File: src/rtl/csr_file_m.sv
// Machine-mode CSR file: trap/mret sequencing, interrupt arbitration,
// 64-bit cycle/instret counters and a one-cycle settle after mstatus/mie writes.
module csr_file_m #(
    parameter int              XLEN      = 32,
    parameter int              CNT_W     = 64,
    parameter logic [XLEN-1:0] MTVEC_RST = 32'h0000_0100,
    parameter logic [XLEN-1:0] MISA_VAL  = 32'h4000_0100
) (
    input  logic            clk,
    input  logic            rst_n,
    input  logic [1:0]      cmd,
    input  logic [11:0]     addr,
    input  logic [XLEN-1:0] wdata,
    output logic [XLEN-1:0] rdata,
    output logic            illegal,
    input  logic            exception,
    input  logic [3:0]      exc_cause,
    input  logic [XLEN-1:0] exc_pc,
    input  logic [XLEN-1:0] exc_tval,
    input  logic            mret,
    input  logic            retire,
    input  logic            irq_ext,
    input  logic            irq_sw,
    input  logic            irq_timer,
    output logic            trap_taken,
    output logic [XLEN-1:0] trap_vector,
    output logic [XLEN-1:0] epc_out,
    output logic            csr_stall,
    output logic            mstatus_mie
);

    localparam int HI_W = CNT_W - XLEN;

    localparam logic [11:0] A_MSTATUS   = 12'h300;
    localparam logic [11:0] A_MISA      = 12'h301;
    localparam logic [11:0] A_MIE       = 12'h304;
    localparam logic [11:0] A_MTVEC     = 12'h305;
    localparam logic [11:0] A_MSCRATCH  = 12'h340;
    localparam logic [11:0] A_MEPC      = 12'h341;
    localparam logic [11:0] A_MCAUSE    = 12'h342;
    localparam logic [11:0] A_MTVAL     = 12'h343;
    localparam logic [11:0] A_MIP       = 12'h344;
    localparam logic [11:0] A_MCYCLE    = 12'hB00;
    localparam logic [11:0] A_MINSTRET  = 12'hB02;
    localparam logic [11:0] A_MCYCLEH   = 12'hB80;
    localparam logic [11:0] A_MINSTRETH = 12'hB82;
    localparam logic [11:0] A_MHARTID   = 12'hF14;

    localparam logic [XLEN-1:0] MIE_MASK = XLEN'(12'h888);
    localparam logic [XLEN-1:0] EPC_MASK = ~XLEN'(2'b11);

    typedef enum logic [1:0] {CMD_NONE, CMD_WRITE, CMD_SET, CMD_CLEAR} cmd_t;
    typedef enum logic {IDLE, SETTLE} state_t;

    state_t state, state_n;

    logic              mie_bit, mpie;
    logic [XLEN-1:0]   mie_r, mtvec, mscratch, mepc, mcause, mtval;
    logic [2:0]        mip;                 // {MEIP, MTIP, MSIP}
    logic [CNT_W-1:0]  mcycle, minstret, mcycle_n, minstret_n;

    logic [XLEN-1:0]   rd, wval, cause_word, vec_off;
    logic              impl, ro, writes, csr_we;
    logic [2:0]        irq_vec;
    logic              irq_take, exc_take, trap, trap_is_irq, mret_take;
    logic [3:0]        irq_cause, cause;

    // Read mux; also classifies the address as implemented / read-only.
    always_comb begin
        rd   = '0;
        impl = 1'b1;
        ro   = 1'b0;
        case (addr)
            A_MSTATUS: begin
                rd[3]     = mie_bit;
                rd[7]     = mpie;
                rd[12:11] = 2'b11;
            end
            A_MISA:      begin rd = MISA_VAL; ro = 1'b1; end
            A_MIE:       rd = mie_r;
            A_MTVEC:     rd = mtvec;
            A_MSCRATCH:  rd = mscratch;
            A_MEPC:      rd = mepc;
            A_MCAUSE:    rd = mcause;
            A_MTVAL:     rd = mtval;
            A_MIP: begin
                rd[11] = mip[2];
                rd[7]  = mip[1];
                rd[3]  = mip[0];
                ro     = 1'b1;
            end
            A_MCYCLE:    rd = mcycle[XLEN-1:0];
            A_MINSTRET:  rd = minstret[XLEN-1:0];
            A_MCYCLEH:   rd[HI_W-1:0] = mcycle[CNT_W-1:XLEN];
            A_MINSTRETH: rd[HI_W-1:0] = minstret[CNT_W-1:XLEN];
            A_MHARTID:   ro = 1'b1;
            default:     impl = 1'b0;
        endcase
    end

    assign rdata = rd;

    always_comb begin
        wval = rd;
        case (cmd)
            CMD_WRITE: wval = wdata;
            CMD_SET:   wval = rd | wdata;
            CMD_CLEAR: wval = rd & ~wdata;
            default:   wval = rd;
        endcase
    end

    assign writes  = (cmd == CMD_WRITE) ||
                     (((cmd == CMD_SET) || (cmd == CMD_CLEAR)) && (wdata != '0));
    assign illegal = ((cmd != CMD_NONE) && !impl) || (writes && ro);

    assign irq_vec  = mip & {mie_r[11], mie_r[7], mie_r[3]};
    assign irq_take = mie_bit && (irq_vec != 3'b000) && (state == IDLE);

    always_comb begin
        irq_cause = 4'd7;
        if (irq_vec[2])      irq_cause = 4'd11;
        else if (irq_vec[0]) irq_cause = 4'd3;
    end

    // Exceptions win over everything; masking with rst_n keeps trap_taken low in reset.
    assign exc_take    = exception && rst_n;
    assign trap        = exc_take || irq_take;
    assign trap_is_irq = !exc_take && irq_take;
    assign cause       = exc_take ? exc_cause : irq_cause;
    assign mret_take   = mret && !trap;
    assign csr_we      = writes && impl && !ro && !trap && !mret_take;

    always_comb begin
        cause_word             = '0;
        cause_word[XLEN-1]     = trap_is_irq;
        cause_word[3:0]        = cause;
        vec_off                = '0;
        if (trap_is_irq && (mtvec[1:0] == 2'b01))
            vec_off[5:2] = irq_cause;
    end

    assign trap_vector = {mtvec[XLEN-1:2], 2'b00} + vec_off;
    assign trap_taken  = trap;
    assign epc_out     = mepc;
    assign mstatus_mie = mie_bit;

    // A write to one counter half replaces this cycle's increment; the other half holds.
    always_comb begin
        mcycle_n   = mcycle + CNT_W'(1);
        minstret_n = minstret + CNT_W'(retire && !trap);
        if (csr_we) begin
            case (addr)
                A_MCYCLE:    mcycle_n   = {mcycle[CNT_W-1:XLEN], wval};
                A_MCYCLEH:   mcycle_n   = {wval[HI_W-1:0], mcycle[XLEN-1:0]};
                A_MINSTRET:  minstret_n = {minstret[CNT_W-1:XLEN], wval};
                A_MINSTRETH: minstret_n = {wval[HI_W-1:0], minstret[XLEN-1:0]};
                default: ;
            endcase
        end
    end

    always_ff @(posedge clk or negedge rst_n) begin
        if (!rst_n) begin
            mie_bit  <= 1'b0;
            mpie     <= 1'b0;
            mie_r    <= '0;
            mip      <= '0;
            mtvec    <= MTVEC_RST;
            mscratch <= '0;
            mepc     <= '0;
            mcause   <= '0;
            mtval    <= '0;
            mcycle   <= '0;
            minstret <= '0;
        end else begin
            mip      <= {irq_ext, irq_timer, irq_sw};
            mcycle   <= mcycle_n;
            minstret <= minstret_n;
            if (trap) begin
                mepc    <= exc_pc & EPC_MASK;
                mcause  <= cause_word;
                mtval   <= exc_take ? exc_tval : '0;
                mpie    <= mie_bit;
                mie_bit <= 1'b0;
            end else if (mret_take) begin
                mie_bit <= mpie;
                mpie    <= 1'b1;
            end else if (csr_we) begin
                case (addr)
                    A_MSTATUS: begin
                        mie_bit <= wval[3];
                        mpie    <= wval[7];
                    end
                    A_MIE:      mie_r    <= wval & MIE_MASK;
                    A_MTVEC:    mtvec    <= {wval[XLEN-1:2], wval[1] ? 2'b00 : wval[1:0]};
                    A_MSCRATCH: mscratch <= wval;
                    A_MEPC:     mepc     <= wval & EPC_MASK;
                    A_MCAUSE:   mcause   <= wval;
                    A_MTVAL:    mtval    <= wval;
                    default: ;
                endcase
            end
        end
    end

    always_ff @(posedge clk or negedge rst_n) begin
        if (!rst_n) state <= IDLE;
        else        state <= state_n;
    end

    always_comb begin
        state_n   = state;
        csr_stall = 1'b0;
        case (state)
            IDLE:
                if (csr_we && ((addr == A_MSTATUS) || (addr == A_MIE)))
                    state_n = SETTLE;
            SETTLE: begin
                csr_stall = 1'b1;
                state_n   = IDLE;
            end
            default: state_n = IDLE;
        endcase
    end

endmodule

File: config.mk
export PLATFORM = sky130hd
export DESIGN_NAME = csr_file_m
export DESIGN_NICKNAME = d
export VERILOG_FILES = /design/src/rtl/csr_file_m.sv
export SDC_FILE = /design/constraint.sdc
export NUM_CORES = 1
export LEC_CHECK = 0
export BUFFER_PORTS_ARGS = -buffer_cell sky130_fd_sc_hd__buf_4
export CORE_MARGIN = 1
export CORE_UTILIZATION = 34
export CTS_CLUSTER_SIZE = 20
export DETAILED_ROUTE_END_ITERATION = 8
export PLACE_DENSITY = 0.59
export SYNTH_ARGS = -nofsm -noshare
export SYNTH_HDL_FRONTEND = slang
export SYNTH_SLANG_ARGS = --single-unit
File: constraint.sdc
create_clock -name clk -period 12.5 [get_ports clk]
set_input_delay 3.75 -clock clk [delete_from_list [all_inputs] [get_ports clk]]
set_output_delay 3.75 -clock clk [all_outputs]
set_load 0.01 [all_outputs]
==> results.sh <==
export IMPL_status="finished clean"
export IMPL_netlist_area_leader_share=0.376
export IMPL_cts_tree="done"
export IMPL_drive_above_1_share=0.184
export IMPL_min_path_type="register to register"
export IMPL_cap_violations=0
export IMPL_fp_dieH_um=241
export IMPL_via_per_inst=6.41
export IMPL_io_buffers=215
export IMPL_cts_setup_buffers=0
export IMPL_synth_edf_count=0
export IMPL_p_per_area_mw_per_mm2=115
export IMPL_nNetsFinal=2516
export IMPL_syn_avg_cell_area_um2=8.72
export IMPL_worstReg2RegStart="mip[2]$_DFF_PN0_"
export IMPL_grt_pass1_vias=19100
export IMPL_fin_hold_ws_ps=476
export IMPL_cts_root_buf="clkbuf_16"
export IMPL_cts_buffer_depth=3
export IMPL_grt_max_degree=154
export IMPL_routedWlPerCell_um=32.4
export IMPL_coreArea_mm2=0.0565
export IMPL_antenna_found_initial=4
export IMPL_fin_worst_skew_ps=19.6
export IMPL_fin_tns_setup_ps=0
export IMPL_finalWorstSetupSlack_ps=1380
export IMPL_drv_slew=0
export IMPL_ir_drop_uv=85.2
export IMPL_r2r_worst_path_cells=11
export IMPL_cts_sinks=294
export IMPL_yosys_top_cells_count="nand2_1 (347), dfrtp_1 (293), o21ai_0 (163), nor2_1 (112), xnor2_1 (106)"
export IMPL_synth_most_common_cell="nand2_1"
export IMPL_clock_latency_ps=590
export IMPL_crit_path_start_kind="primary input"
export IMPL_hold_viol_final=0
export IMPL_slew_headroom=0.143
export IMPL_dieArea_mm2=0.0583
export IMPL_rsz0062_at_grt="false"
export IMPL_setup_violations=0
export IMPL_cp_arrival_ps=7370
export IMPL_cp_required_ps=8750
export IMPL_remaining_drc_errors=0
export IMPL_grt_usage=0.353
export IMPL_wirelength_um=103000
export IMPL_htreeDepth=2
export IMPL_worst_pin_slew_ps=1280
export IMPL_power_mw=2.67
export IMPL_post_place_ws_ps=1470
export IMPL_antenna_left=0
export IMPL_area_growth_syn_to_layout_pct=19.0
export IMPL_ys_ff_latch=294
export IMPL_syn_area_mm2=0.0195
export IMPL_startpoint="rst_n"
export IMPL_synth_area_leaders="dfrtp_1 (38%), nand2_1 (6.7%), xnor2_1 (4.8%)"
export IMPL_endpoint="trap_vector[28]"
export IMPL_reg2reg_slack_ps=7850
export IMPL_gp_congestion=1.04
export IMPL_synth_warnings=0
export IMPL_synth_main_ff_cell="dfrtp_1"
export IMPL_fin_crit_ps=11120
export IMPL_cp_top_family="simple AND/OR/NAND/NOR gates"
export IMPL_holdBufCountCts=0
export IMPL_ys_seq_area_frac=0.377
export IMPL_critPathMaxStageDelay_ps=470
export IMPL_post_route_util=0.411
export IMPL_post_cts_resized=0
export IMPL_cp_end_kind="output pin"
export IMPL_cp_depth=14
export IMPL_ioPinCount=222
export IMPL_yosysUniqueCellTypes=94
export IMPL_grt_pass1_wl_um=145000
export IMPL_path_clk_slew_ps=60
export IMPL_firstDrtPassIters=7
export IMPL_drt_iter0_markers=2927
export IMPL_rows=87
export IMPL_yosysTopAreaCell="dfrtp_1"
export IMPL_overflow=0
export IMPL_leakagePower_nw=9.54
export IMPL_crit_type="primary input to output pin"
export IMPL_cts_buffers=38
export IMPL_cp_cell_sequence="buf_8 -> and2_1 -> nor3_1 -> buf_4 -> and2_1 -> and3_1 -> ha_1 -> a21oi_1 -> nor3b_1 -> nor2b_1 -> and2_1 -> nand3_1 -> xnor2_1 -> buf_4"
export IMPL_fmax_mhz=89.9
export IMPL_cpMostUsedCell="and2_1"
export IMPL_vias=20300
export IMPL_finalCritPeriodShare=0.889
export IMPL_crit_buf_inv=3
export IMPL_dp_hpwl_um=75200
export IMPL_slowest_stage="nor3b_1"
export IMPL_initial_core_util=0.345
export IMPL_hold_path_depth=2
export IMPL_die_x_um=241
export IMPL_synthCells=2236
export IMPL_r2r_end="minstret[56]$_DFFE_PN0P_"
export IMPL_worstPathMaxFanout=79
export IMPL_synth_async_reset_ratio=1.00
==> sequential cells by signal, summed over array words and instances (netlist names) <==
signal and count:
mcycle 64, mtvec 31, state 1, minstret 64, mscratch 32, mie_r 3, mip 3, mstatus_mie 1
mtval 32, mpie 1, mcause 32, epc_out 30
==> placed cells by master (no fill, tap or decap), drive strengths merged, types with 13 or more instances in the layout <==
cell and count:
xnor2 106, or3 16, nand2b 14, or4 15
and2 18, a22oi 65, mux2 33, nand4 55
xor2 38, o211ai 39, nor2 114, a31oi 33
nor4b 13, nor4 80, a21oi 66, clkbuf 53
dfrtp 293, buf 268, nand3 99, and3 32
a221oi 13, and4 15, nand2 347, inv 31
o21ai 173, a22o 25, mux2i 69, nor3 56
==> how the worst min path moves through the flow <==
stage / start / end / slack [ps]
after floorplan: mscratch[7]$_DFFE_PN0P_ / mscratch[7]$_DFFE_PN0P_ / 440
after global placement: mcause[30]$_DFFE_PN0P_ / mcause[30]$_DFFE_PN0P_ / 460
after detailed placement: mcause[21]$_DFFE_PN0P_ / mcause[21]$_DFFE_PN0P_ / 470
after CTS: mcause[21]$_DFFE_PN0P_ / mcause[21]$_DFFE_PN0P_ / 480
after global routing: mscratch[0]$_DFFE_PN0P_ / mscratch[0]$_DFFE_PN0P_ / 500
final: mcause[21]$_DFFE_PN0P_ / mcause[21]$_DFFE_PN0P_ / 480
==> cell families (layout without fill, tap and decap cells) <==
family / Yosys count / after routing / share of synthesized area
AO/OA/AOI/OAI: 547 / 547 / 0.190
XOR/XNOR: 144 / 144 / 0.0647
adder cells (fa/ha/maj): 8 / 8 / 0.00552
buffers and inverters: 190 / 366 / 0.0440
flip-flops: 294 / 294 / 0.377
multiplexers: 110 / 110 / 0.0637
other: 1 / 6 / 0.000192
AND/OR/NAND/NOR: 942 / 942 / 0.255
==> where the power goes <==
part           switching [mW]  internal (mW)  total (mW)
Clock                   0.482          0.745        1.23
Sequential             0.0544          0.999        1.05
Combinational           0.265          0.126       0.392
==> layout make-up <==
type	instances	area, µm²
diodes	2	5.00
clock buffers	53	1100
clock inverters	16	290
fillers	5623	33300
inverters	29	109
multi-input cells	1755	11400
flip-flops and latches	294	7360
well taps	756	946
repair buffers	268	2030
==> through the flow <==
stage,area [µm²],instances
3_3_place_gp,21800,3102
2_1_floorplan,19500,2239
4_1_cts,23200,3171
3_5_place_dp,21800,3102
6_report,23200,3173
5_1_grt,23200,3171
==> metal layers <==
metal | wire [µm] | track usage
met1 | 43200 | 0.491
met2 | 41900 | 0.500
met3 | 11800 | 0.0995
met4 | 5700 | 0.169
met5 | 53 | 0
==> worst reg2reg max path, stage by stage (launching register included) <==
cell and delay [ps]:
dfrtp_1 460, a222oi_1 520, o21a_1 500, and2_1 200, ha_1 220, ha_1 310, nand4_2 400, or3_1 800
nor3_2 550, nand2_1 100, or4_1 410, o211ai_1 100
Power figures use the tool's default switching activity.
